**src/rtl/miner_sha_ctrl_if.sv**
```systemverilog
// Handshake and control bundle between the miner job logic and the SHA-256 sequencer.
// The master side issues jobs; the slave side (the sequencer) drives the core controls.
interface miner_sha_ctrl_if;
    logic       start;
    logic       abort;
    logic       busy;
    logic       done;
    logic       msa_en;
    logic       comp_en;
    logic       add_en;
    logic [1:0] pass_sel;
    logic       fh_sel;
    logic [5:0] round_idx;

    modport master (
        output start, abort,
        input  busy, done, msa_en, comp_en, add_en, pass_sel, fh_sel, round_idx
    );

    modport slave (
        input  start, abort,
        output busy, done, msa_en, comp_en, add_en, pass_sel, fh_sel, round_idx
    );
endinterface

```
**src/rtl/miner_sha_ctrl.sv**
```systemverilog
// Sequencer for the miner SHA-256 core: runs NUM_PASSES back-to-back compression
// passes (LOAD, SCHED, COMP, ROUNDS, ADD) per job and pulses done after the last one.
module miner_sha_ctrl #(
    parameter int NUM_PASSES   = 3,
    parameter int SCHED_CYCLES = 48,
    parameter int ROUND_CYCLES = 64
) (
    input  logic           clk,
    input  logic           rst,
    miner_sha_ctrl_if.slave ctl
);
    typedef enum logic [2:0] {
        IDLE, LOAD, SCHED, COMP, ROUNDS, ADD, DONE
    } state_t;

    localparam logic [5:0] SCHED_FIRST = 6'(64 - SCHED_CYCLES);
    localparam logic [5:0] SCHED_LAST  = 6'd63;
    localparam logic [5:0] ROUND_LAST  = 6'(ROUND_CYCLES - 1);
    localparam logic [1:0] LAST_PASS   = 2'(NUM_PASSES - 1);

    state_t     state_reg;
    logic [5:0] count_reg;
    logic [1:0] pass_reg;
    logic       fh_reg;
    logic       busy_reg;
    logic       done_reg;
    logic       msa_reg;
    logic       comp_reg;
    logic       add_reg;

    // Only middle passes chain on the previous h; first and last start from the IV.
    function automatic logic chain_sel(input logic [1:0] p);
        return (p != 2'd0) && (p < LAST_PASS);
    endfunction

    always_ff @(posedge clk or posedge rst) begin
        if (rst) begin
            state_reg <= IDLE;
            count_reg <= 6'd0;
            pass_reg  <= 2'd0;
            fh_reg    <= 1'b0;
            busy_reg  <= 1'b0;
            done_reg  <= 1'b0;
            msa_reg   <= 1'b0;
            comp_reg  <= 1'b0;
            add_reg   <= 1'b0;
        end else begin
            done_reg <= 1'b0;
            msa_reg  <= 1'b0;
            comp_reg <= 1'b0;
            add_reg  <= 1'b0;
            if (ctl.abort && state_reg != IDLE) begin
                state_reg <= IDLE;
                count_reg <= 6'd0;
                pass_reg  <= 2'd0;
                fh_reg    <= 1'b0;
                busy_reg  <= 1'b0;
            end else begin
                unique case (state_reg)
                    IDLE: begin
                        if (ctl.start && !ctl.abort) begin
                            state_reg <= LOAD;
                            pass_reg  <= 2'd0;
                            fh_reg    <= chain_sel(2'd0);
                            busy_reg  <= 1'b1;
                            msa_reg   <= 1'b1;
                        end
                    end
                    LOAD: begin
                        state_reg <= SCHED;
                        count_reg <= SCHED_FIRST;
                    end
                    SCHED: begin
                        if (count_reg == SCHED_LAST) begin
                            state_reg <= COMP;
                            count_reg <= 6'd0;
                            comp_reg  <= 1'b1;
                        end else begin
                            count_reg <= count_reg + 6'd1;
                        end
                    end
                    COMP: begin
                        state_reg <= ROUNDS;
                        count_reg <= 6'd0;
                    end
                    ROUNDS: begin
                        if (count_reg == ROUND_LAST) begin
                            state_reg <= ADD;
                            count_reg <= 6'd0;
                            add_reg   <= 1'b1;
                        end else begin
                            count_reg <= count_reg + 6'd1;
                        end
                    end
                    ADD: begin
                        if (pass_reg < LAST_PASS) begin
                            state_reg <= LOAD;
                            pass_reg  <= pass_reg + 2'd1;
                            fh_reg    <= chain_sel(pass_reg + 2'd1);
                            msa_reg   <= 1'b1;
                        end else begin
                            state_reg <= DONE;
                            done_reg  <= 1'b1;
                        end
                    end
                    DONE: begin
                        // pass_sel is left at the final pass until the next job starts.
                        state_reg <= IDLE;
                        busy_reg  <= 1'b0;
                    end
                    default: begin
                        state_reg <= IDLE;
                        count_reg <= 6'd0;
                        busy_reg  <= 1'b0;
                    end
                endcase
            end
        end
    end

    assign ctl.busy      = busy_reg;
    assign ctl.done      = done_reg;
    assign ctl.msa_en    = msa_reg;
    assign ctl.comp_en   = comp_reg;
    assign ctl.add_en    = add_reg;
    assign ctl.pass_sel  = pass_reg;
    assign ctl.fh_sel    = fh_reg;
    assign ctl.round_idx = count_reg;
endmodule

```
**src/flat_wrapper.sv**
```systemverilog
// flat-port wrapper written by rule: the top's interface ports become plain ports
module miner_sha_ctrl_flat 
#(
    parameter int NUM_PASSES   = 3,
    parameter int SCHED_CYCLES = 48,
    parameter int ROUND_CYCLES = 64
)
  (clk, rst, ctl_start, ctl_abort, ctl_busy, ctl_done, ctl_msa_en, ctl_comp_en, ctl_add_en, ctl_pass_sel, ctl_fh_sel, ctl_round_idx);
  miner_sha_ctrl_if ctl_i ();
  input  logic clk;
  input  logic rst;
  input wire logic [$bits(ctl_i.start)-1:0] ctl_start;
  input wire logic [$bits(ctl_i.abort)-1:0] ctl_abort;
  output wire logic [$bits(ctl_i.busy)-1:0] ctl_busy;
  output wire logic [$bits(ctl_i.done)-1:0] ctl_done;
  output wire logic [$bits(ctl_i.msa_en)-1:0] ctl_msa_en;
  output wire logic [$bits(ctl_i.comp_en)-1:0] ctl_comp_en;
  output wire logic [$bits(ctl_i.add_en)-1:0] ctl_add_en;
  output wire logic [$bits(ctl_i.pass_sel)-1:0] ctl_pass_sel;
  output wire logic [$bits(ctl_i.fh_sel)-1:0] ctl_fh_sel;
  output wire logic [$bits(ctl_i.round_idx)-1:0] ctl_round_idx;
  assign ctl_i.start = ctl_start;
  assign ctl_i.abort = ctl_abort;
  assign ctl_busy = ctl_i.busy;
  assign ctl_done = ctl_i.done;
  assign ctl_msa_en = ctl_i.msa_en;
  assign ctl_comp_en = ctl_i.comp_en;
  assign ctl_add_en = ctl_i.add_en;
  assign ctl_pass_sel = ctl_i.pass_sel;
  assign ctl_fh_sel = ctl_i.fh_sel;
  assign ctl_round_idx = ctl_i.round_idx;
  miner_sha_ctrl #(.NUM_PASSES(NUM_PASSES), .SCHED_CYCLES(SCHED_CYCLES), .ROUND_CYCLES(ROUND_CYCLES)) u_core (.clk(clk), .rst(rst), .ctl(ctl_i));
endmodule
```
**config.mk**
```make
export PLATFORM = sky130hd
export DESIGN_NAME = miner_sha_ctrl_flat
export DESIGN_NICKNAME = d
export VERILOG_FILES = /design/src/rtl/miner_sha_ctrl_if.sv /design/src/rtl/miner_sha_ctrl.sv /design/src/flat_wrapper.sv
export SDC_FILE = /design/constraint.sdc
export NUM_CORES = 1
export LEC_CHECK = 0
export CORE_ASPECT_RATIO = 1.5
export CORE_MARGIN = 4
export CORE_UTILIZATION = 45
export CTS_CLUSTER_DIAMETER = 100
export DETAILED_ROUTE_END_ITERATION = 16
export HOLD_SLACK_MARGIN = 0.02
export PLACE_DENSITY = 0.7
export SYNTH_ARGS = -nofsm -noshare
export SYNTH_HDL_FRONTEND = slang
export SYNTH_SLANG_ARGS = --single-unit
```
**constraint.sdc**
```tcl
create_clock -name clk -period 3.4 [get_ports clk]
set_input_delay 0.85 -clock clk [delete_from_list [all_inputs] [get_ports clk]]
set_output_delay 0.85 -clock clk [all_outputs]
set_load 0.1 [all_outputs]
```
==> results by group <==
Power and ir drop
  • Internal power: slightly below 0.0004 W
  • Sw power: 0.000421 W
  • Clock network power share: 0.135
  • Combinational Power Share: 0.498
  • Sequential share of power: 0.367
  • Leak: ~0.52 nW
  • Power Density: between 700 and 800 nW/um2
  • Design Power: 0.000818 W
  • Switch share: 0.515
  • Worst vdd ir: roughly 0.43 mV

Worst setup path
  • Crit path kind: primary input to flip-flop
  • Startpoint type of the worst setup path: primary input
  • Worst Setup EP: u_core.ctl.pass_sel[1]
  • Crit. Startpoint: ctl_abort
  • WP buf/inv: 1
  • CP max stage delay: around 800 ps
  • Delay-heaviest family, CP: buffers and inverters
  • Worst r2r src: u_core.ctl.round_idx[0]
  • Maximum fanout along the worst path: 12
  • Crit path cell chain: clkdlybuf4s50_1, nor2_1, a32oi_2, a21oi_1, a311oi_1
  • Worst EP arrival: roughly 2400 ps
  • WP depth: 5
  • R2R setup slack: 1580 ps
  • R2R Path End: u_core.ctl.round_idx[5]
  • Reg2Reg Depth: 5
  • Crit. End Element: flip-flop
  • CP max stage cell: clkdlybuf4s50_1
  • Worst EP required: 3600 ps

Layout
  • Area grow syn2layout: 14.4%
  • Multi-input gate area: roughly 510 um2
  • Final nets: 126
  • Inserted Diodes: 0
  • Filler cell count: 202
  • Flip-flop and latch area: between 400 and 500 um2
  • Max FFs per register: 6
  • Layout Cells excl Fill: 141
  • Post-layout instance area: 1150 um2
  • Layout cells sized above 1: 0.235

Timing
  • Final setup TNS: 0 ps
  • Min Hold Slack: roughly 550 ps
  • Max Clock Freq: approximately 450 MHz
  • RSZ-0062 raised after global routing: false
  • Final Max Tran Viols: 0
  • Slew at the pin closest to its max-slew limit: 661 ps
  • Hold Violations, Final: 0
  • Period minus WS final: between 2000 and 2500 ps
  • Fin crit share: 0.657
  • Max Clock Skew: between 4 and 5 ps
  • Setup-failing EPs final: 0
  • Slew HR: 0.559

Floorplan
  • Die Span X: 46.6 um
  • Site Rows: 20
  • I/O pin cnt: 18
  • Core ar.: 2080 um2
  • Die area: around 3000 um2
  • Initial core utilization: 0.485
  • Die H: approximately 66 um

Clocking
  • Post-CTS sizing: 0
  • Cts bufs inserted: 3
  • H-tree levels: 1
  • Clk Latency, worst-skew pair: around 300 ps
  • Reg clk slew, reported paths: 100 ps
  • Postcts setup bufs: 0
  • Cts hold-fix bufs: 0
  • Clock Path Buffers: 2
  • TritonCTS Sinks: 17
  • Root Driver: clkbuf_4
  • TritonCTS clock tree: done

Yosys
  • Syn Area/Cell: slightly below 10 um2
  • Count leader, synth: dfrtp_1
  • Library cells used by synthesis: 40
  • Top post-synthesis cells by area: dfrtp_1, a21oi_1, nor2_1
  • Number of synthesized register bits: 17
  • EDFF count, synth: 0
  • Post-Synthesis Cells: 104
  • Synthesized cell area: 1010 um2
  • Synth top cells by count: dfrtp_1, nor2_1, a21oi_1, inv_1, nand2_1
  • Number of warnings issued by yosys: 0
  • Top-area cell type share of the netlist area: 0.422
  • Synth area leader: dfrtp_1
  • Dominant synthesized flop cell: dfrtp_1
  • Ys async rst share: 1.00
  • Syn Nets: 110
  • Sequential element share of the synthesized area: 0.422

Place
  • Port bufs: 17
  • Inst Count DP: 137
  • Routability cong.: about 0.80
  • Placed Area: approximately 1100 um2
  • Post-DP HPWL: ~1600 um

GRT
  • GRT Overall Usage: 0.162
  • GRT Residual Overflow: 0
  • Vias in the first global route: approximately 800
  • Initial antenna violation count: 0
  • Largest net degree at the start of global routing: 18
  • First-pass GRT wire length: approximately 3700 um

Detailed routing
  • Routed len/inst: about 15 um
  • Final ANT Viol Nets: 0
  • Vias: ~830
  • Initial DRC Count: 25
  • DR vias/cell: 5.87
  • Drt first pass iters: 4
  • Final wirelength: 2140 um
  • DRC Markers: 0

Run status
  • Outcome: finished, final reports clean

Hold path
  • Hold Crit Class: flip-flop to flip-flop
  • Hold Path Depth: 2

Job
  • Max Cap Violations: 0
## tightest hold or removal path: stages (launching register included)
cell,delay (ps)
dfrtp_1,400
inv_1,50
o21ai_0,70
## cell type report
cell class                 count  area share
tap                           22      0.0239
multi-input combinational     73       0.440
clock inverter                 1     0.00434
inverter                       8      0.0261
sequential                    17       0.369
clock buffer                   3      0.0195
timing repair buffer          17       0.117
## kinds of logic (layout without fill, tap and decap cells)
kind of cell	count (synthesis)	after routing	share of synthesized area
xor gates and xnor gates	2	2	0.0249
DFF	17	17	0.422
adders and majority gates	2	2	0.0248
buffers and inverters	14	29	0.0745
and+or+nand+nor	37	37	0.205
AOI/OAI and AO/OA	30	30	0.226
muxes	2	2	0.0224
## layer usage
metal | up-vias | share of wire | global-route usage
met3 | 5 | 0.038 | 0.0163
met5 | - | 0 | 0
met4 | 0 | 0.021 | 0.0796
met2 | 19 | 0.55 | 0.290
li1 | 397 | - | -
met1 | 406 | 0.39 | 0.180
## worst min-delay path by stage
stage,startpoint,to,slack [ps]
final,u_core.ctl.fh_sel,u_core.ctl.fh_sel,550
after global routing,u_core.ctl.round_idx[4],u_core.ctl.round_idx[4],600
after CTS,u_core.ctl.fh_sel,u_core.ctl.fh_sel,550
after detailed placement,u_core.ctl.fh_sel,u_core.ctl.fh_sel,540
after global placement,u_core.ctl.round_idx[4],u_core.ctl.round_idx[4],540
after floorplan,u_core.state_reg[0],u_core.state_reg[0],620
## cell usage in the layout, fill, tap and decap left out, drive strengths merged
master,n
buf,14
a311oi,1
and4,1
a21o,1
nand3,3
o21a,1
a22oi,1
a21oi,10
nor2b,4
a32oi,2
nor3,2
xnor2,2
nor3b,1
dfrtp,17
and3,2
o211ai,1
nand2b,1
o22ai,1
or2,1
and2,2
ha,2
or4,1
o2bb2ai,1
a22o,2
nor2,12
and4bb,1
nor4b,1
a2111oi,1
clkinv,1
mux2,2
a221oi,1
inv,8
a2bb2oi,1
o21ai,6
clkbuf,3
clkdlybuf4s50,3
nand2,5
## metrics by stage
step / util / setup slack (ps)
floorplan: - / 1250
global placement: 0.542 / 927
detailed placement: 0.542 / 876
CTS: 0.555 / 1190
global route: 0.555 / 1000
finish: 0.555 / 1170
## power by group through the flow
| stage | logic, W | clock network (W) | registers [W] |
|---|---|---|---|
| 4_1_cts | 0.000410 | 0.000114 | 0.000301 |
| 6_report | 0.000407 | 0.000111 | 0.000300 |
| 3_5_place_dp | 0.000410 | 0 | 0.000304 |
| 3_3_place_gp | 0.000402 | 0 | 0.000303 |
| 5_1_grt | 0.000433 | 0.000120 | 0.000311 |
| 2_1_floorplan | 0.000171 | 0 | 0.000464 |
No activity file was read; power rests on OpenSTA's default activity.
